--- src/rtl/lfsr_chk_sat_cnt.sv ---
// Saturating up-counter with synchronous clear (clear beats increment).
// Latency: count visible 1 clk after the enable/clear cycle.
// Backpressure: none; holds at all-ones once saturated.
module sat_cnt #(
    parameter int W = 16
) (
    input  logic         clk,
    input  logic         rst,
    input  logic         clr,
    input  logic         en,
    output logic [W-1:0] cnt
);

    logic [W-1:0] cnt_q;
    logic [W-1:0] cnt_d;

    // Next count: clear first, otherwise increment unless already at all-ones
    always_comb begin
        cnt_d = cnt_q;
        if (clr) begin
            cnt_d = '0;
        end else if (en && (cnt_q != '1)) begin
            cnt_d = cnt_q + {{(W-1){1'b0}}, 1'b1};
        end
    end

    // Count register with synchronous reset
    always_ff @(posedge clk) begin
        if (rst) begin
            cnt_q <= '0;
        end else begin
            cnt_q <= cnt_d;
        end
    end

    assign cnt = cnt_q;

endmodule

--- config.mk ---
export PLATFORM = sky130hd
export DESIGN_NAME = sat_cnt
export DESIGN_NICKNAME = d
export VERILOG_FILES = /design/src/rtl/lfsr_chk_sat_cnt.sv
export SDC_FILE = /design/constraint.sdc
export NUM_CORES = 1
export LEC_CHECK = 0
export CORE_MARGIN = 5
export CORE_UTILIZATION = 40
export CTS_CLUSTER_SIZE = 8
export DETAILED_ROUTE_END_ITERATION = 10
export HOLD_SLACK_MARGIN = 0.05
export MAX_ROUTING_LAYER = met4
export PLACE_DENSITY = 0.66
export SLEW_MARGIN = 30
export SYNTH_ARGS = -nofsm -noshare
export SYNTH_HDL_FRONTEND = slang
export SYNTH_SLANG_ARGS = --single-unit
--- constraint.sdc ---
create_clock -name clk -period 1.9 [get_ports clk]
set_input_delay 0.19 -clock clk [delete_from_list [all_inputs] [get_ports clk]]
set_output_delay 0.19 -clock clk [all_outputs]
set_load 0.02 [all_outputs]
==> metrics.md, run 1 <==
| Metric | Value |
|---|---|
| Number of synthesized flops with an enable pin | 0 |
| Cells along the critical path | ha_1 > and4_4 > and3_1 > a31oi_1 > a311oi_1 |
| Number of setup buffers added after CTS | 0 |
| Drt pass-1 iters | 4 |
| Area after DPL | 0.00113 mm^2 |
| Top Metal Used | met4 |
| TritonCTS clock tree | done |
| Post-Route M1 WL | 999 um |
| Fin util | 52.6% |
| Status | complete, no violations |
| Filler cells | 216 |
| Synthesized area | 917 um^2 |
| Share of cells above drive strength 1 | 15.4% |
| Antenna cell count | 0 |
| Gr usage total | 14.4% |
| DRC Markers | 0 |
| Synth Register Bits | 16 |
| Post-CTS sizing | 0 |
| First-pass GRT wire length | 3.73 mm |
| CTS Buf Count | 3 |
| Layout Cells excl Fill | 151 |
| Worst skew pair latency | 280 ps |
| Max FFs per register | 16 |
| R2R depth | 5 |
| Achievable Freq | 610 MHz |
| Die Y | 57.9 um |
| Critical Path AT | 1840 ps |
| R2r setup slk | 260 ps |
| Largest net degree at the start of global routing | 12 |
| Cell variety after synth | 36 |
| Io pins | 20 |
| Yosys warns | 0 |
| Final Hold Fails | 0 |
| Layout area overhead | 25.6% |
| Fin nets | 130 |
| Die Area | 0.00335 mm^2 |
| RR Endpoint | cnt[12]$_SDFFE_PP0P_ |
| Worst Tran Pin Value | 429 ps |
| Reg-to-Reg Start | cnt[0]$_SDFFE_PP0P_ |
| Hold Path Class | reg -> reg |
| Final setup viols | 0 |
| CP max stage delay | 440 ps |
| Worst-case clock buffer depth | 2 |
| Root Buffer | clkbuf_4 |
| Setup TNS | 0 ps |
| Routability Congestion | 0.768 |
| Starting Density | 41.9% |
| CTS H-tree lvls | 1 |
| Via density | 5.64 |
| Tmin final | 1640 ps |
| CP Class | reg -> reg |
| Crit-path max FO | 6 |
| Global route overflow | 0 |
| RSZ-0062 raised after global routing | no |
| Synth Instances | 102 |
| IO buf count | 19 |
| PwrDens | 475 mW/mm^2 |
| Initial antenna violation count | 0 |
| Initial DRC Count | 10 |
| Crit path from | cnt[0]$_SDFFE_PP0P_ |
| Power Total | 548 uW |
| Row count | 17 |
| DPL Wire Length | 1.56 mm |
| Clk sink count | 16 |
| Avg Synthesized Cell Area | 8.99 um^2 |
| Placed Instances | 148 |
| CP Capture Point | cnt[12]$_SDFFE_PP0P_ |
| Setup Skew | 9.25 ps |
| Core area | 0.00219 mm^2 |
| Worst path required time | 2100 ps |
| Worst-path clk slew | 90 ps |
| Vias after detailed routing | 851 |
| Final Cycle Share | 86.3% |
| Ys async rst share | 0% |
| Worst VDD drop | 0.345 mV |
| Startpoint Class | flop |
| Max-cap viol count | 0 |
| Slowest cell on the critical path | dfxtp_1 |
| Vias in the first global route | 811 |
| Worst setup EP type | flop |
| Main synth FF type | dfxtp_1 |
| Wire length on met3 | 114 um |
| Static leakage | 0.404 nW |
| Hold buffer count at CTS | 0 |
| Routed Wire Length | 2.04 mm |
| Post-synthesis net count | 107 |
| Slew margin rel. | 71.1% |
| Met2 wire len | 907 um |
| Seq/Total Area, Yosys | 34.9% |
| Max Transition Viols Final | 0 |
| Design area | 0.00115 mm^2 |
| ANT nets after route | 0 |
| Die width | 57.9 um |
| Routed len/inst | 13.5 um |
## power breakdown
| part | switching (mW) | internal (mW) | total (mW) |
|---|---|---|---|
| registers | 0.00228 | 0.337 | 0.339 |
| clock network | 0.102 | 0.0735 | 0.175 |
| logic | 0.0169 | 0.0170 | 0.0339 |
| total | 0.121 | 0.427 | 0.548 |
## placed cells by master, fill, tap and decap left out
| cell type | n |
|---|---|
| a211oi_2 | 1 |
| a2111o_1 | 2 |
| and3_2 | 1 |
| a21oi_1 | 6 |
| a41o_1 | 1 |
| o2111ai_1 | 1 |
| mux2i_1 | 6 |
| or3_2 | 3 |
| clkbuf_4 | 3 |
| or2_1 | 1 |
| or3_1 | 4 |
| clkdlybuf4s50_1 | 19 |
| a211oi_1 | 3 |
| a311oi_1 | 1 |
| and2_2 | 2 |
| nand3_1 | 5 |
| o2111a_1 | 1 |
| inv_1 | 1 |
| a31oi_1 | 4 |
| ha_1 | 1 |
| nor2_1 | 2 |
| o21ai_0 | 4 |
| nand4_4 | 1 |
| and4_4 | 1 |
| buf_4 | 4 |
| o21ai_1 | 2 |
| and2_1 | 2 |
| nand2_1 | 13 |
| dfxtp_1 | 16 |
| and3_4 | 2 |
| nand4_1 | 3 |
| nor3_4 | 1 |
| and3_1 | 3 |
| nor3_1 | 2 |
| a21boi_0 | 1 |
## cell families after synthesis
kind of cell	after synthesis	synth area share, %
and+or+nand+nor	46	31.5
DFF	16	34.9
adders and majority gates	1	1.36
AOI/OAI and AO/OA	27	20.6
buffers and inverters	6	5.05
muxes	6	6.55
## worst max-delay path, delay by kind of cell, from the launching register on
family	cells	cell delay, ps
fa+ha+maj	1	220
simple gates	2	540
compound gates	2	340
flops	1	440
## stage by stage
step / hold WS [ps] / setup slack [ps]
finish: 512 / 260
global placement: 483 / 213
floorplan: 369 / 313
CTS: 513 / 252
detailed placement: 498 / 128
global route: 555 / 107
## routing by layer
layer	global-route usage (%)	vias up
li1	-	439
met1	18.4	386
met2	22.1	24
met3	2.90	2
met4	5.96	0
met5	-	-
## worst min path at each step
stage / from / to / slack (ps) / depth (start not counted)
3_5_place_dp: cnt[3]$_SDFFE_PP0P_ / cnt[3]$_SDFFE_PP0P_ / 500 / 2
2_1_floorplan: rst / cnt[0]$_SDFFE_PP0P_ / 370 / 2
6_report: cnt[3]$_SDFFE_PP0P_ / cnt[3]$_SDFFE_PP0P_ / 510 / 2
3_3_place_gp: cnt[5]$_SDFFE_PP0P_ / cnt[5]$_SDFFE_PP0P_ / 480 / 2
4_1_cts: cnt[3]$_SDFFE_PP0P_ / cnt[3]$_SDFFE_PP0P_ / 510 / 2
5_1_grt: cnt[2]$_SDFFE_PP0P_ / cnt[2]$_SDFFE_PP0P_ / 550 / 1
## cells in the mapped netlist (2+ instances only)
cell / n / share of area [%]
nand4_1: 3 / 2.0
and3_4: 2 / 2.5
o21ai_1: 2 / 1.1
nor3_1: 2 / 1.1
dfxtp_1: 16 / 35
a2111o_1: 2 / 2.5
a211oi_1: 3 / 2.5
nand2_1: 13 / 5.3
nor2_1: 2 / 0.82
or3_1: 4 / 2.7
a31oi_1: 4 / 2.7
a21oi_1: 6 / 3.3
and2_1: 2 / 1.4
and3_1: 3 / 2.0
or3_2: 3 / 2.5
o21ai_0: 4 / 2.2
mux2i_1: 6 / 6.5
buf_6: 2 / 2.5
and2_2: 2 / 1.6
nand3_1: 5 / 2.7
## final cells by class
type / instances / area, um^2 / share of cell area (%)
well taps: 28 / 35.0 / 3.04
clock buffers: 3 / 22.5 / 1.95
inverters: 1 / 3.75 / 0.326
flip-flops and latches: 16 / 320 / 27.8
multi-input cells: 80 / 551 / 47.8
repair buffers: 23 / 220 / 19.1
(Power assumes the default switching activity.)
==> inputs of run 2 (changes only) <==
--- a/config.mk
+++ b/config.mk
@@ -5,13 +5,13 @@
 export SDC_FILE = /design/constraint.sdc
 export NUM_CORES = 1
 export LEC_CHECK = 0
+export ABC_AREA = 1
 export CORE_MARGIN = 5
 export CORE_UTILIZATION = 40
 export CTS_CLUSTER_SIZE = 8
 export DETAILED_ROUTE_END_ITERATION = 10
 export HOLD_SLACK_MARGIN = 0.05
 export MAX_ROUTING_LAYER = met4
-export PLACE_DENSITY = 0.66
 export SLEW_MARGIN = 30
 export SYNTH_ARGS = -nofsm -noshare
 export SYNTH_HDL_FRONTEND = slang
==> run 2 against run 1 <==
Sequential share of layout area fell by 2.2 points. Clock power rose by 35%. Design area rose by 8.8%. Routed wire length rose by 10%. Area after synthesis rose by 9.5%. First-iteration DRC count rose to 2.5 times the previous value. Cell count rose by 38%. Largest cell class unchanged.
==> metrics.md, run 2 <==
| Metric | Value |
|---|---|
| Synth area leader | dfxtp_1 |
| Synth Register Bits | 16 |
| Routed Wire Length | 2.25 mm |
| Post-synth top cells | nand2_1, nor2_1, dfxtp_1 |
| Main synth FF type | dfxtp_1 |
| Met1 Resource Use GR | 17.1% |
| Vias after detailed routing | 989 |
| Io pins | 20 |
| Slew margin rel. | 74.6% |
| Row count | 18 |
| Placed Instances | 204 |
| Post-CTS sizing | 0 |
| RSZ-0062 raised after global routing | no |
| Vias in the first global route | 923 |
| Worst path required time | 1710 ps |
| Share of cells above drive strength 1 | 12.4% |
| Post-synthesis net count | 161 |
| Largest net degree at the start of global routing | 15 |
| RR Endpoint | cnt[15]$_SDFFE_PP0P_ |
| Startpoint of the lowest-slack hold path | cnt[5]$_SDFFE_PP0P_ |
| Filler cells | 261 |
| Clk sink count | 16 |
| Via density | 4.75 |
| DRC Markers | 0 |
| ANT nets after route | 0 |
| CP max stage delay | 650 ps |
| Dpl ws | 292 ps |
| Drt pass-1 iters | 4 |
| Hold buffer count at CTS | 0 |
| Initial antenna violation count | 0 |
| Number of setup buffers added after CTS | 0 |
| First-pass GRT wire length | 3.87 mm |
| Worst-case clock buffer depth | 2 |
| Final worst slack | 323 ps |
| Buf/Inv on CP | 1 |
| Final setup viols | 0 |
| Status | complete, no violations |
| DPL Wire Length | 1.77 mm |
| Worst-path clk slew | 100 ps |
| Root Buffer | clkbuf_4 |
| Cell variety after synth | 20 |
| Top-count cell post-synth | nand2_1 |
| Startpoint Class | flop |
| Synthesized area | 0.00100 mm^2 |
| Design area | 0.00125 mm^2 |
| Cells along the critical path | clkdlybuf4s50_1 |
| Worst VDD drop | 0.322 mV |
| Static leakage | 0.506 nW |
| Routed len/inst | 10.8 um |
| Routability Congestion | 0.803 |
| Power Total | 613 uW |
| Commonest non-fill, non-tap cell in the layout | nand2_1 |
| Area after DPL | 0.00122 mm^2 |
| Seq/Total Area, Yosys | 31.9% |
| Worst Tran Pin Value | 380 ps |
| Worst setup EP type | output pin |
| Synth area leaders | dfxtp_1, nand2_1, nor2_1, nand3_1, inv_1 |
| Hold Path Class | reg -> reg |
| Ys async rst share | 0% |
| Max Transition Viols Final | 0 |
| R2r setup slk | 410 ps |
| Worst Hold Depth | 2 |
| Setup TNS | 0 ps |
| Area share of the largest cell type after synthesis | 31.9% |
| Reg-to-Reg Start | cnt[0]$_SDFFE_PP0P_ |
| Hold Path Sink | cnt[5]$_SDFFE_PP0P_ |
| Final Hold Fails | 0 |
| R2R depth | 6 |
| IO buf count | 19 |
| Achievable Freq | 634 MHz |
| Fin nets | 184 |
| Global route overflow | 0 |
| Synth Instances | 156 |
| Die Y | 60.1 um |
| Worst skew pair latency | 300 ps |
| Max-cap viol count | 0 |
| Avg Synthesized Cell Area | 6.44 um^2 |
| Crit-path max FO | 6 |
| TritonCTS clock tree | done |
| Starting Density | 41.3% |
| Layout area overhead | 24.8% |
| CTS H-tree lvls | 1 |
| Most frequent cells in the layout | nand2_1, nor2_1, clkdlybuf4s50_1, dfxtp_1, inv_1 |
| CTS Buf Count | 3 |
| Final Cycle Share | 83.0% |
| Tmin final | 1580 ps |
| PwrDens | 489 mW/mm^2 |
| Core area | 0.00243 mm^2 |
| M3 GR Usage | 2.59% |
| CP Class | reg -> out |
| Met2 usage | 23.8% |
| Critical Path AT | 1390 ps |
| Layout Cells excl Fill | 208 |
| Max FFs per register | 16 |
| Gr usage total | 14.5% |
| Die width | 60.1 um |
| Layer with the highest usage | met2 |
| Antenna cell count | 0 |
| Slowest cell on the critical path | clkdlybuf4s50_1 |
| Setup Skew | 3.55 ps |
| Die Area | 0.00361 mm^2 |
| Largest delay share family, worst path | buffers and inverters |
| Number of synthesized flops with an enable pin | 0 |
| Yosys warns | 0 |
| Initial DRC Count | 25 |
run 2: changes by cell type after synthesis, sizes merged, moves of 5 or more:
cell / before / now
nand3: 5 / 13
nand2: 13 / 46
and3: 6 / 1
inv: 1 / 16
or3: 7 / 0
mux2i: 6 / 0
nor2: 2 / 48
run 2: cell type report:
cell class                      count  area, um^2  share of cell area (%)
Timing Repair Buffer               20         198                    15.8
Multi-Input combinational cell    122         602                    48.0
Tap cell                           30        37.5                    2.99
Clock buffer                        4        36.3                    2.89
Inverter                           16        60.1                    4.79
Sequential cell                    16         320                    25.5
run 2: cell families (layout without fill, tap and decap cells):
| kind of cell | Yosys count | in the layout | share of synthesized area (%) |
|---|---|---|---|
| compound gates | 9 | 9 | 4.48 |
| fa+ha+maj | 1 | 1 | 1.25 |
| buf+inv | 18 | 40 | 8.22 |
| flops | 16 | 16 | 31.9 |
| simple gates | 112 | 112 | 54.2 |
run 2: layer usage:
layer  up-vias  wire, um
li1        525         -
met1       443      1070
met2        15      1070
met3         6        68
met4         0        46
met5         -         0
run 2: worst max path at each step:
stage / from / endpoint / slack [ps] / depth (start not counted)
2_1_floorplan: cnt[0]$_SDFFE_PP0P_ / cnt[15]$_SDFFE_PP0P_ / 380 / 7
3_3_place_gp: en / cnt[14]$_SDFFE_PP0P_ / 370 / 8
3_5_place_dp: en / cnt[14]$_SDFFE_PP0P_ / 290 / 8
4_1_cts: cnt[8]$_SDFFE_PP0P_ / cnt[8] / 320 / 1
5_1_grt: cnt[0]$_SDFFE_PP0P_ / cnt[11]$_SDFFE_PP0P_ / 250 / 6
6_report: cnt[2]$_SDFFE_PP0P_ / cnt[2] / 320 / 1
run 2: worst min-delay path: cells and delay by family (launching register included):
family	cells	cell delay, ps
DFF	1	350
and+or+nand+nor	2	150
run 2: report_power, final:
part,switching [mW],internal (mW)
clock network,0.120,0.117
logic,0.0201,0.0167
registers,0.00227,0.337
total,0.142,0.471
run 2: stage by stage:
stage / hold slack [ps] / util (%)
3_3_place_gp: 510 / 50.1
3_5_place_dp: 520 / 50.1
2_1_floorplan: 410 / -
4_1_cts: 533 / 51.5
5_1_grt: 566 / 51.5
6_report: 531 / 51.5
==> inputs of run 3 (changes only) <==
--- a/config.mk
+++ b/config.mk
@@ -12,6 +12,7 @@
 export DETAILED_ROUTE_END_ITERATION = 10
 export HOLD_SLACK_MARGIN = 0.05
 export MAX_ROUTING_LAYER = met4
+export PLACE_DENSITY = 0.67
 export SLEW_MARGIN = 30
 export SYNTH_ARGS = -nofsm -noshare
 export SYNTH_HDL_FRONTEND = slang
==> constraint.sdc (replaced) <==
create_clock -name clk -period 1.4 [get_ports clk]
set_input_delay 0.14 -clock clk [delete_from_list [all_inputs] [get_ports clk]]
set_output_delay 0.14 -clock clk [all_outputs]
set_load 0.02 [all_outputs]
==> run 3 against run 2 <==
Die area did not move. Cell count rose by 2.9%. Clock-buffer cell count did not move. Routed wire length rose by 10%. Sequential share of layout area rose by 0.35 points. Largest cell class unchanged. Largest power group unchanged. Highest routed layer unchanged.
==> metrics.md, run 3 (synthesized netlist as in run 2, its figures left out) <==
| Metric | Value |
|---|---|
| Setup TNS | 0 ps |
| Tmin final | 1360 ps |
| Cells along the critical path | ha_4 > nand2_2 > nor2_4 > buf_4 > nand4_4 > a21oi_1 > nor2_1 |
| Setup Skew | 9.05 ps |
| Fin util | 56.0% |
| Slowest cell on the critical path | dfxtp_4 |
| Routability Congestion | 0.875 |
| R2r setup slk | 40 ps |
| Max-cap viol count | 0 |
| Status | complete, no violations |
| Worst-path clk slew | 90 ps |
| Worst setup EP type | flop |
| Worst Tran Pin Value | 241 ps |
| Reg-to-Reg Start | cnt[1]$_SDFFE_PP0P_ |
| Commonest non-fill, non-tap cell in the layout | nand2_1 |
| Max Transition Viols Final | 0 |
| Design area | 0.00136 mm^2 |
| Vias in the first global route | 1014 |
| Final Cycle Share | 96.9% |
| CTS Buf Count | 3 |
| Worst Hold Depth | 2 |
| Die Area | 0.00361 mm^2 |
| Core area | 0.00243 mm^2 |
| First-pass GRT wire length | 4.09 mm |
| PwrDens | 606 mW/mm^2 |
| Buf/Inv on CP | 1 |
| Largest net degree at the start of global routing | 17 |
| RR Endpoint | cnt[2]$_SDFFE_PP0P_ |
| Clk sink count | 16 |
| Most frequent cells in the layout | nand2_1, nor2_1, dlygate4sd2_1, inv_1, nand3_1 |
| Fin nets | 190 |
| Hold Path Class | reg -> reg |
| Initial DRC Count | 22 |
| Antenna cell count | 0 |
| Routed Wire Length | 2.47 mm |
| Starting Density | 41.3% |
| RSZ-0062 raised after global routing | yes |
| Row count | 18 |
| CP Class | reg -> reg |
| Worst skew pair latency | 300 ps |
| DPL Wire Length | 1.77 mm |
| Achievable Freq | 737 MHz |
| Vias after detailed routing | 1056 |
| Largest delay share family, worst path | simple AND/OR/NAND/NOR gates |
| Drt pass-1 iters | 4 |
| Die width | 60.1 um |
| Routed len/inst | 11.6 um |
| Layout area overhead | 35.6% |
| Worst path required time | 1590 ps |
| Slew margin rel. | 83.9% |
| Initial antenna violation count | 0 |
| Io pins | 20 |
| Via density | 4.93 |
| Gr usage total | 15.4% |
| TritonCTS clock tree | done |
| Share of cells above drive strength 1 | 27.7% |
| Critical Path AT | 1550 ps |
| CTS H-tree lvls | 1 |
| Filler cells | 244 |
| Worst-case clock buffer depth | 2 |
| Startpoint of the lowest-slack hold path | cnt[1]$_SDFFE_PP0P_ |
| Hold buffer count at CTS | 0 |
| Max FFs per register | 16 |
| Static leakage | 0.635 nW |
| Root Buffer | clkbuf_4 |
| Worst VDD drop | 0.542 mV |
| Global route overflow | 0 |
| R2R depth | 7 |
| Startpoint Class | flop |
| CP max stage delay | 380 ps |
| DRC Markers | 0 |
| ANT nets after route | 0 |
| Hold Path Sink | cnt[1]$_SDFFE_PP0P_ |
| Crit-path max FO | 7 |
| Final Hold Fails | 0 |
| Die Y | 60.1 um |
| Area after DPL | 0.00125 mm^2 |
| IO buf count | 19 |
| Final setup viols | 0 |
## run 3: tightest hold or removal path, delay by kind of cell (launching register included)
family	cells	cell delay [ps]
and+or+nand+nor	2	120
DFF	1	370
## run 3: per-stage QoR
stage | instances | hold slack, ps | setup WS [ps] | power (mW)
after detailed placement | 206 | 528 | -69.4 | 0.525
after CTS | 210 | 543 | 6.35 | 0.846
after global placement | 206 | 506 | 7.90 | 0.523
after global routing | 214 | 546 | -39.5 | 0.867
final | 214 | 519 | 43.1 | 0.826
after floorplan | 156 | 360 | 21.5 | 0.501
## run 3: worst max-delay path by stage
stage / startpoint / end / slack (ps) / cells past startpoint
after global routing: cnt[11]$_SDFFE_PP0P_ / cnt[11]$_SDFFE_PP0P_ / -40 / 6
final: cnt[1]$_SDFFE_PP0P_ / cnt[2]$_SDFFE_PP0P_ / 40 / 7
after detailed placement: en / cnt[14]$_SDFFE_PP0P_ / -70 / 8
after CTS: cnt[0]$_SDFFE_PP0P_ / cnt[2]$_SDFFE_PP0P_ / 6 / 6
after floorplan: cnt[2]$_SDFFE_PP0P_ / cnt[15]$_SDFFE_PP0P_ / 20 / 6
after global placement: en / cnt[14]$_SDFFE_PP0P_ / 8 / 8
## run 3: area by class of cell
| type | instances | area (um^2) | share of cell area, % |
|---|---|---|---|
| inverters | 16 | 60.1 | 4.41 |
| flip-flops and latches | 16 | 353 | 25.9 |
| well taps | 30 | 37.5 | 2.75 |
| repair buffers | 25 | 215 | 15.8 |
| clock buffers | 4 | 36.3 | 2.66 |
| multi-input cells | 123 | 661 | 48.5 |
## run 3: layer usage
layer / track usage (%) / part of all wire [%] / vias to the layer above
met5: - / 0 / -
met4: 4.75 / 2.1 / 0
met3: 3.89 / 4.6 / 4
met2: 27.9 / 51 / 27
met1: 16.1 / 42 / 477
li1: - / - / 548
## run 3: what timing repair did
item                                   CTS  global route
setup endpoints to repair               16            15
endpoints found under the hold margin    0             0
pin swaps                                0             9
gates resized for setup                 16            26
cloned                                   0             1
setup buffers                            0             3
## run 3: power breakdown
group / leakage [nW] / internal [mW] / switching, mW
Clock: 0.0210 / 0.159 / 0.159
Combinational: 0.475 / 0.0263 / 0.0284
Sequential: 0.139 / 0.449 / 0.00421
